<file path="src/rtl/mux_rr_arbiter_if.sv">
// Handshake bundle between four requesters, the round-robin arbiter and the downstream consumer.
// The arbiter uses the slave view and the traffic source/sink uses the master view.
interface mux_rr_arbiter_if #(
    parameter int WIDTH = 48
);
    logic [3:0]         req_valid;
    logic [3:0]         req_last;
    logic [4*WIDTH-1:0] req_data;
    logic [3:0]         req_ready;
    logic [1:0]         sel;
    logic               out_valid;
    logic [WIDTH-1:0]   out_data;
    logic               out_last;
    logic               out_ready;
    logic               busy;

    modport slave (
        input  req_valid, req_last, req_data, out_ready,
        output req_ready, sel, out_valid, out_data, out_last, busy
    );

    modport master (
        output req_valid, req_last, req_data, out_ready,
        input  req_ready, sel, out_valid, out_data, out_last, busy
    );
endinterface

</file>
<file path="src/rtl/mux_rr_arbiter.sv">
// Round-robin 4:1 burst arbiter: 1 idle arbitration cycle per grant, then 1-cycle registered data path.
// Backpressure: req_ready of the granted requester follows (!out_valid || out_ready); the output stage holds while stalled.
module mux_rr_arbiter #(
    parameter int WIDTH     = 48,
    parameter int MAX_BURST = 16
) (
    input logic             clk_i,
    input logic             rst_ni,
    mux_rr_arbiter_if.slave bus
);

    typedef enum logic {
        ST_IDLE  = 1'b0,
        ST_BURST = 1'b1
    } state_t;

    localparam bit         LIMIT_ON = (MAX_BURST != 0);
    localparam logic [7:0] CNT_LAST = LIMIT_ON ? 8'(MAX_BURST - 1) : 8'd0;

    state_t             state_q, state_d;
    logic [1:0]         grant_q, grant_d;
    logic [1:0]         ptr_q, ptr_d;
    logic [7:0]         cnt_q, cnt_d;
    logic               out_valid_q, out_valid_d;
    logic [WIDTH-1:0]   out_data_q, out_data_d;
    logic               out_last_q, out_last_d;

    logic               win_vld;
    logic [1:0]         win_idx;
    logic               stage_free;
    logic               xfer;
    logic               beat_last;
    logic [WIDTH-1:0]   grant_dat;

    // Scan from ptr upwards; descending loop lets the closest requester overwrite farther ones.
    always_comb begin
        win_vld = 1'b0;
        win_idx = ptr_q;
        for (int k = 3; k >= 0; k--) begin
            if (bus.req_valid[ptr_q + 2'(k)]) begin
                win_vld = 1'b1;
                win_idx = ptr_q + 2'(k);
            end
        end
    end

    always_comb begin
        grant_dat = '0;
        for (int i = 0; i < 4; i++) begin
            if (grant_q == 2'(i)) begin
                grant_dat = bus.req_data[i*WIDTH +: WIDTH];
            end
        end
    end

    assign stage_free = !out_valid_q || bus.out_ready;
    assign xfer       = (state_q == ST_BURST) && stage_free && bus.req_valid[grant_q];
    assign beat_last  = bus.req_last[grant_q] || (LIMIT_ON && (cnt_q == CNT_LAST));

    always_comb begin
        state_d = state_q;
        grant_d = grant_q;
        ptr_d   = ptr_q;
        cnt_d   = cnt_q;
        case (state_q)
            ST_IDLE: begin
                if (win_vld) begin
                    state_d = ST_BURST;
                    grant_d = win_idx;
                    cnt_d   = 8'd0;
                end
            end
            ST_BURST: begin
                if (xfer) begin
                    cnt_d = cnt_q + 8'd1;
                    // A forced end also lands here, so the cut-off requester drops to lowest priority.
                    if (beat_last) begin
                        state_d = ST_IDLE;
                        ptr_d   = grant_q + 2'd1;
                    end
                end
            end
            default: state_d = ST_IDLE;
        endcase
    end

    always_comb begin
        out_valid_d = out_valid_q;
        out_data_d  = out_data_q;
        out_last_d  = out_last_q;
        if (xfer) begin
            out_valid_d = 1'b1;
            out_data_d  = grant_dat;
            out_last_d  = beat_last;
        end else if (bus.out_ready) begin
            out_valid_d = 1'b0;
        end
    end

    always_ff @(posedge clk_i or negedge rst_ni) begin
        if (!rst_ni) begin
            state_q     <= ST_IDLE;
            grant_q     <= 2'd0;
            ptr_q       <= 2'd0;
            cnt_q       <= 8'd0;
            out_valid_q <= 1'b0;
            out_data_q  <= '0;
            out_last_q  <= 1'b0;
        end else begin
            state_q     <= state_d;
            grant_q     <= grant_d;
            ptr_q       <= ptr_d;
            cnt_q       <= cnt_d;
            out_valid_q <= out_valid_d;
            out_data_q  <= out_data_d;
            out_last_q  <= out_last_d;
        end
    end

    assign bus.req_ready = ((state_q == ST_BURST) && stage_free) ? (4'b0001 << grant_q) : 4'b0000;
    assign bus.sel       = grant_q;
    assign bus.busy      = (state_q == ST_BURST);
    assign bus.out_valid = out_valid_q;
    assign bus.out_data  = out_data_q;
    assign bus.out_last  = out_last_q;

endmodule

</file>
<file path="src/flat_wrapper.sv">
// flat-port wrapper written by rule: the top's interface ports become plain ports
module mux_rr_arbiter_flat 
#(
    parameter int WIDTH     = 48,
    parameter int MAX_BURST = 16
)
  (clk_i, rst_ni, bus_req_valid, bus_req_last, bus_req_data, bus_out_ready, bus_req_ready, bus_sel, bus_out_valid, bus_out_data, bus_out_last, bus_busy);
  mux_rr_arbiter_if #(.WIDTH(WIDTH)) bus_i ();
  input logic clk_i;
  input logic rst_ni;
  input wire logic [$bits(bus_i.req_valid)-1:0] bus_req_valid;
  input wire logic [$bits(bus_i.req_last)-1:0] bus_req_last;
  input wire logic [$bits(bus_i.req_data)-1:0] bus_req_data;
  input wire logic [$bits(bus_i.out_ready)-1:0] bus_out_ready;
  output wire logic [$bits(bus_i.req_ready)-1:0] bus_req_ready;
  output wire logic [$bits(bus_i.sel)-1:0] bus_sel;
  output wire logic [$bits(bus_i.out_valid)-1:0] bus_out_valid;
  output wire logic [$bits(bus_i.out_data)-1:0] bus_out_data;
  output wire logic [$bits(bus_i.out_last)-1:0] bus_out_last;
  output wire logic [$bits(bus_i.busy)-1:0] bus_busy;
  assign bus_i.req_valid = bus_req_valid;
  assign bus_i.req_last = bus_req_last;
  assign bus_i.req_data = bus_req_data;
  assign bus_i.out_ready = bus_out_ready;
  assign bus_req_ready = bus_i.req_ready;
  assign bus_sel = bus_i.sel;
  assign bus_out_valid = bus_i.out_valid;
  assign bus_out_data = bus_i.out_data;
  assign bus_out_last = bus_i.out_last;
  assign bus_busy = bus_i.busy;
  mux_rr_arbiter #(.WIDTH(WIDTH), .MAX_BURST(MAX_BURST)) u_core (.clk_i(clk_i), .rst_ni(rst_ni), .bus(bus_i));
endmodule
</file>
<file path="config.mk">
export PLATFORM = sky130hd
export DESIGN_NAME = mux_rr_arbiter_flat
export DESIGN_NICKNAME = d
export VERILOG_FILES = /design/src/rtl/mux_rr_arbiter_if.sv /design/src/rtl/mux_rr_arbiter.sv /design/src/flat_wrapper.sv
export SDC_FILE = /design/constraint.sdc
export NUM_CORES = 1
export LEC_CHECK = 0
export CAP_MARGIN = 20
export CORE_ASPECT_RATIO = 0.9
export CORE_MARGIN = 2
export CORE_UTILIZATION = 33
export CTS_CLUSTER_SIZE = 30
export DETAILED_ROUTE_END_ITERATION = 8
export PLACE_DENSITY = 0.74
export SLEW_MARGIN = 20
export SYNTH_ARGS = -nofsm -noshare
export SYNTH_HDL_FRONTEND = slang
export SYNTH_SLANG_ARGS = --single-unit
</file>
<file path="constraint.sdc">
create_clock -name clk_i -period 2 [get_ports clk_i]
set_clock_uncertainty 0.1 [all_clocks]
set_input_delay 0.2 -clock clk_i [delete_from_list [all_inputs] [get_ports clk_i]]
set_output_delay 0.2 -clock clk_i [all_outputs]
set_load 0.05 [all_outputs]
</file>
Word level (Yosys, flattened, before mapping):

Index checks and enable logic that the tools add are counted.

* magnitude comparators: 5
* reduce and logical (&&, ||, !) cells: 10
* shift-type cells: 1
* $add $sub $neg: 5
* mux-type cells: 34
* equal/unequal tests: 6
* bitwise logic cells: 1

Operators by type and width (number)
* $mux 48: 4
* $mux 8: 2
* $pmux 8 s2: 1
* $lt 2x3->1 const B: 5
* $mux 1: 15
* $bmux 1 s2: 6
* $add 8x1->8 const B: 1
* $eq 8x4->1 const B: 1
* $mux 2: 4
* $add 2x1->2 const B: 2
* $add 2x2->2 const B: 2
* $eq 2x2->1 const B: 2
* $mux 4: 1
* $reduce_and 2->1: 2
* $shl 1x2->4 const A: 1
* $reduce_and 3->1: 1
* $eq 2x1->1 const B: 1
* $logic_and 1x1->1: 2
* $logic_not 2->1: 1
* $logic_or 1x1->1: 2
* $ne 2x1->1 const B: 1
* $ne 2x2->1 const B: 1
* $pmux 1 s2: 1
* $reduce_bool 2->1: 1
* 2 further kinds: 2

* bits of input ports: 203
* register bits after elaboration: 63
* word-level logic and storage cells: 69
* output and inout bits: 57

Longest topological paths before layout:

Gate-level depths: netlist of the first run.

* word-level depth: 9
* gate-level depth with buffers: 8
* mapped depth without buffers: 6

Worst setup path after synthesis of the first run:

No wires, ideal clock.

* path type: reg-to-output
* start: register u_core.grant_q[1], in the netlist u_core.bus.sel[1]
* end: output port bus_req_ready[3]
* required time: 1700 ps
* stages on the path, launching flop included: 6
* setup slack: -521 ps
* path buffers: 3
* arrival time: 2221 ps
* path through: dfrtp_1 ha_1 clkbuf_1 clkbuf_1 buf_1 and3_1

* cells in the longest elaborated chain, start to end: 2

RTL lines
* start, declared: RTL line mux_rr_arbiter.sv:21 `logic [1:0] grant_q, grant_d;`
* start signal, assigned: RTL line mux_rr_arbiter.sv:111 `grant_q <= grant_d;`
* $shl 1x2->4: RTL line mux_rr_arbiter.sv:120 `assign bus.req_ready = ((state_q == ST_BURST) && stage_free) ? (4'b0001 << grant_q) : 4'b0000;`
* $mux 4: RTL line mux_rr_arbiter.sv:120
* end, declared: RTL line flat_wrapper.sv:15 `output wire logic [$bits(bus_i.req_ready)-1:0] bus_req_ready;`

Every way passes these cells.

Worst setup path in the final report of the first run:

* start: register u_core.grant_q[0], in the netlist u_core.bus.sel[0]
* end: output port bus_sel[0]

RTL lines
* end, declared: RTL line flat_wrapper.sv:16 `output wire logic [$bits(bus_i.sel)-1:0] bus_sel;`

No word-level cell between the ends.

==> results.md, run 1 <==
* Status: completed
* Max-slew violations at 0
* Largest net degree at the start of global routing at 50
* Final Setup Violations at 0
* Clock Tree Root: clkbuf_16
* Crit path max fanout at 4
* GPL Wtd Cong at 0.8430
* HP Class: in -> async
* DP HPWL at 10.93 mm
* Main synth FF type: dfrtp_1
* Die area at 0.01281 mm^2
* Grt ovf at 0
* Cells after Synth at 463
* Max-Cap Viols at 0
* Sw Share at 47.63%
* Wire length of the first global-routing pass at 22.98 mm
* Total wire length at 15.04 mm
* Filler cells at 939
* CP required at 1.70 ns
* Unique masters post-synth at 40
* Io pins at 260
* Vias at 4629
* Longest Clk Path Bufs at 2
* Final period util at 97.82%
* Post-route minimum period at 1.956 ns
* Vias in the first global route at 4719
* DR vias/cell at 5.260
* Mapped Nets at 671
* Placed cell areas at 0.006930 mm^2
* Post-synthesis sequential area ratio at 40.08%
* Clock group share of total power at 11.9%
* Yosys warnings at 0
* FMAX at 511.2 MHz
* Critical path class: reg -> out
* Core area at 0.01153 mm^2
* Residual DRC at 0
* Clock sinks at 63
* Cell Rows at 37
* Layout cells sized above 1 at 9.945%
* Pwr dens at 1618 mW/mm^2
* Area Overhead vs Synth at 87.63%
* CP Capture Type: output pin
* Gate power share at 70.1%
* PortBufs at 259
* Synth async-reset ratio at 100.0%
* Final Instance Area at 0.007381 mm^2
* Post-layout util at 64.03%
* Height of the die at 107.6 um
* Initial antenna violation count at 0
* P_leak at 3.152 nW
* CTS tree: built
* Data arrival, critical path at 1.66 ns
* FF+latch count, synth at 63
* Chip Width at 119.1 um
* Count leader, synth: dfrtp_1
* Antenna Nets Post-Route at 0
* Num CTS Buffers at 9
* Cell area after synthesis at 0.003934 mm^2
* Max-slew headroom at 63.12%
* H-tree level count at 3
* EDFF count, synth at 0
* Tot GR Track Use at 22.52%
* VDD IR-drop max at 756.3 uV
* Average wire per standard cell at 17.09 um
* Initial Utilization at 34.13%
* Part of the power in registers at 18.0%
* Yosys top cell area share at 40.08%
* FF+latch area at 0.001579 mm^2
* Diodes inserted at 0
* Worst-path clk slew at 0.06 ns
* Top cells by area, synth: dfrtp_1 (40%), a221o_1 (12%), a22oi_1 (9.2%), a21oi_1 (6.5%), o21ai_0 (6.0%)
* Post-synth top cells: dfrtp_1 (63), inv_1 (53), nand2_1 (53), a21oi_1 (51)
* DR pass1 iterations at 4
* Pint at 6.256 mW
* NetSw at 5.689 mW
* Mean Syn Cell Area at 8.496 um^2
* Initial DRC count at 265
* Area occupied by multi-input gates at 0.002064 mm^2
* Worst skew pair latency at 0.33 ns
* Final #Nets at 927
* Final hold violations at 0
* Tightest Pin Transition at 0.5515 ns
* CP startpoint kind: flip-flop
* Biggest area consumer among synthesized cells: dfrtp_1
## cell type report
class | instances | area share (%)
timing repair buffer | 290 | 41.53
multi-input combinational | 302 | 27.97
sequential | 63 | 21.39
clock buffer | 11 | 3.289
inverter | 53 | 2.695
tap | 156 | 2.645
clock inverter | 5 | 0.4747
## power groups by stage
stage | clock, mW | sequential (mW) | combinational, mW
after global placement | 0 | 2.13 | 7.65
after global routing | 1.52 | 2.23 | 8.98
after detailed placement | 0 | 2.17 | 7.95
final | 1.43 | 2.15 | 8.37
after CTS | 1.47 | 2.16 | 8.15
after floorplan | 0 | 3.83 | 3.39
## metal layers
| metal | track usage [%] | wire length, um | up-vias |
|---|---|---|---|
| met2 | 42.98 | 7952 | 191 |
| met1 | 25.00 | 5862 | 2188 |
| met5 | 0 | 0 | - |
| met4 | 6.718 | 228 | 0 |
| met3 | 4.873 | 998 | 18 |
| li1 | - | - | 2232 |
## layout by cell type (no fill, tap or decap), types with 2 or more instances in the layout
master,Yosys,layout
clkinvlp_4,0,4
mux2_2,2,2
o21ai_1,4,5
ha_1,5,2
nand3_1,4,4
a21oi_1,51,51
buf_4,0,17
a22oi_2,0,4
o211ai_1,3,3
clkdlybuf4s50_1,0,253
nand4_1,2,2
o31ai_1,4,4
nand2b_1,2,2
buf_16,0,2
nor2_1,3,3
and3_4,0,3
buf_12,0,12
nand2_1,53,53
a221o_1,48,48
dfrtp_1,63,61
nor4_1,2,2
dfrtp_2,0,2
clkbuf_16,0,11
a22oi_1,48,44
mux4_2,2,2
inv_1,53,52
o21ai_0,47,46
ha_4,0,3
## stage by stage
step	setup slack, ns	power, mW	hold WS [ns]	instances	setup TNS, ns
6_report	0.04369	11.95	0.3281	880	0
4_1_cts	-0.02193	11.78	0.3357	875	-0.02193
3_3_place_gp	-0.3044	9.785	0.1463	854	-13.07
2_1_floorplan	-0.04808	7.218	-0.1956	463	-0.4070
3_5_place_dp	-0.05415	10.12	0.1483	856	-0.2422
5_1_grt	-0.006266	12.72	0.3873	880	-0.008968
## worst max-delay path: stages (launching register included)
cell and delay (ns):
dfrtp_2 0.39, buf_4 0.14, clkdlybuf4s50_1 0.80
## state kept, by name, summed over array words and instances, names as in the netlist
register / cells
u_core.bus.out_last: 1
u_core.ptr_q: 2
u_core.bus.sel: 2
u_core.bus.busy: 1
u_core.bus.out_valid: 1
u_core.cnt_q: 8
u_core.bus.out_data: 48
## repair_timing
item                                    4_1_cts  5_1_grt
pin swaps                                     0        2
resized for setup                             3        8
endpoints found under the hold margin        63        0
cloned                                        1        2
endpoints found under the setup margin       17       13
hold buffers                                  1        0
setup buffers                                 1        3
## logic make-up after synthesis
family,synth area share [%]
and+or+nand+nor,8.842
DFF,40.08
buffers and inverters,9.796
muxes,1.972
AOI/OAI and AO/OA,37.50
xor gates and xnor gates,0.2227
adders and majority gates,1.590
## worst paths after layout
check,start,slack [ns],end,depth (start not counted)
max,u_core.bus.sel[0],0.04,bus_sel[0],2
min,rst_ni,0.33,u_core.ptr_q[1],3
max reg2reg,u_core.bus.sel[1],0.09,u_core.ptr_q[0],5
min reg2reg,u_core.bus.out_data[19],0.38,u_core.bus.out_data[19],2
max in group asynchronous,rst_ni,1.11,u_core.bus.out_data[2],3
min in group clk_i,u_core.bus.out_data[19],0.38,u_core.bus.out_data[19],2
Power figures use the tool's default switching activity.
==> run 2, diff against run 1 <==
--- a/config.mk
+++ b/config.mk
@@ -8,10 +8,10 @@
 export CAP_MARGIN = 20
 export CORE_ASPECT_RATIO = 0.9
 export CORE_MARGIN = 2
-export CORE_UTILIZATION = 33
+export CORE_UTILIZATION = 39
 export CTS_CLUSTER_SIZE = 30
 export DETAILED_ROUTE_END_ITERATION = 8
-export PLACE_DENSITY = 0.74
+export PLACE_DENSITY = 0.82
 export SLEW_MARGIN = 20
 export SYNTH_ARGS = -nofsm -noshare
 export SYNTH_HDL_FRONTEND = slang
==> constraint.sdc (replaced) <==
create_clock -name clk_i -period 2.4 [get_ports clk_i]
set_clock_uncertainty 0.1 [all_clocks]
set_input_delay 0.24 -clock clk_i [delete_from_list [all_inputs] [get_ports clk_i]]
set_output_delay 0.24 -clock clk_i [all_outputs]
set_load 0.05 [all_outputs]
==> results.md, run 2 (synthesized netlist as in run 1, its figures left out) <==
* Status: completed
* Max-Cap Viols at 0
* Max-slew violations at 0
* Gate power share at 70.9%
* Leading cell types in the layout, fill and taps excluded: clkdlybuf4s50_1 (254), dfrtp_1 (62), inv_1 (53), nand2_1 (53), a21oi_1 (51)
* FMAX at 437.7 MHz
* Final TNS setup at 0 ns
* Critical path class: reg -> out
* CP Capture Type: output pin
* NetSw at 4.527 mW
* Worst skew pair latency at 0.33 ns
* Height of the die at 99.28 um
* Post-route minimum period at 2.285 ns
* Chip Width at 109.9 um
* Total power at 9.062 mW
* Final period util at 95.19%
* Clock sinks at 63
* Tot GR Track Use at 26.36%
* VDD IR-drop max at 770.8 uV
* Largest register FFs at 48
* DR pass1 iterations at 4
* Final Setup Violations at 0
* Part of the power in registers at 19.9%
* Final hold violations at 0
* CP required at 2.06 ns
* Final #Nets at 910
* Worst-path clk slew at 0.07 ns
* P_leak at 2.979 nW
* Wire length of the first global-routing pass at 22.44 mm
* Crit path max fanout at 49
* Cell Rows at 34
* Unrepaired setup endpoints after global routing: no
* Initial DRC count at 248
* Area Overhead vs Synth at 76.49%
* PortBufs at 259
* Vias at 4567
* DR vias/cell at 5.489
* HP Class: in -> async
* Pwr dens at 1305 mW/mm^2
* DP HPWL at 10.75 mm
* Residual DRC at 0
* Dpl ws at -0.1204 ns
* Post-CTS Setup Inserts at 0
* Vias in the first global route at 4665
* Diodes inserted at 0
* Pint at 4.535 mW
* H-tree level count at 3
* Max-slew headroom at 46.98%
* Num CTS Buffers at 9
* Initial Utilization at 40.38%
* Sw Share at 49.96%
* Average wire per standard cell at 17.59 um
* Commonest non-fill, non-tap cell in the layout: clkdlybuf4s50_1
* Io pins at 260
* Grt ovf at 0
* Final worst setup slack at 0.1154 ns
* Data arrival, critical path at 1.94 ns
* Longest Clk Path Bufs at 2
* Largest net degree at the start of global routing at 57
* CP startpoint kind: flip-flop
* Layout cells sized above 1 at 6.657%
* Core area at 0.009742 mm^2
* CTS tree: built
* Final Instance Area at 0.006943 mm^2
* Placed cell areas at 0.006736 mm^2
* Antenna Nets Post-Route at 0
* Clock Tree Root: clkbuf_8
* Filler cells at 768
* Die area at 0.01091 mm^2
* GPL Wtd Cong at 0.8092
* Total wire length at 14.64 mm
* Initial antenna violation count at 0
* Clock group share of total power at 9.3%
* Tightest Pin Transition at 0.7936 ns
## run 2: path summary, 6_finish.rpt
check	from	end	slack (ns)	depth (start not counted)
min reg2reg	u_core.bus.out_data[30]	u_core.bus.out_data[30]	0.38	2
max reg2reg	u_core.bus.sel[0]	u_core.bus.out_data[10]	0.18	6
min	rst_ni	u_core.bus.out_data[24]	0.36	2
max	u_core.bus.sel[0]	bus_req_ready[1]	0.12	5
max in group asynchronous	rst_ni	u_core.bus.out_data[13]	1.21	3
min in group clk_i	u_core.bus.out_data[30]	u_core.bus.out_data[30]	0.38	2
## run 2: routing by layer
layer  wire length, um  up-vias  track usage (%)
li1                  -     2188                -
met1              5399     2169            29.30
met2              7675      190            48.28
met3              1228       20            5.701
met4               336        0            10.32
met5                 0        -                0
## run 2: per-stage QoR
stage	hold slack, ns	instances	utilization (%)
floorplan	-0.1556	463	-
global placement	0.1837	815	69.15
detailed placement	0.1871	815	69.15
CTS	0.3649	832	71.24
global route	0.3957	832	71.27
finish	0.3585	832	71.27
## run 2: timing repair
action | CTS | global route
endpoints found under the hold margin | 24 | 0
cloned | 1 | 0
setup endpoints to repair | 48 | 1
pin swaps | 0 | 1
hold buffers | 1 | 0
gates resized for setup | 2 | 1
## run 2: layout make-up
class | count | area [um^2] | share of cell area, %
Clock buffer | 15 | 176.4 | 2.541
Inverter | 53 | 198.9 | 2.865
Multi-Input combinational cell | 303 | 2038 | 29.36
Sequential cell | 63 | 1578 | 22.72
Tap cell | 126 | 157.7 | 2.271
Timing Repair Buffer | 272 | 2794 | 40.24
## run 2: power groups by stage
stage	clock (mW)	sequential, mW	combinational (mW)
2_1_floorplan	0	3.18	2.80
4_1_cts	0.861	1.80	6.44
6_report	0.840	1.80	6.42
3_5_place_dp	0	1.82	6.36
5_1_grt	0.905	1.86	6.92
3_3_place_gp	0	1.79	6.19
## run 2: critical path: stages (launching register included)
cell and delay (ns):
dfrtp_1 0.35, buf_4 0.16, ha_2 0.29, buf_6 0.38, and3_2 0.29, buf_12 0.14
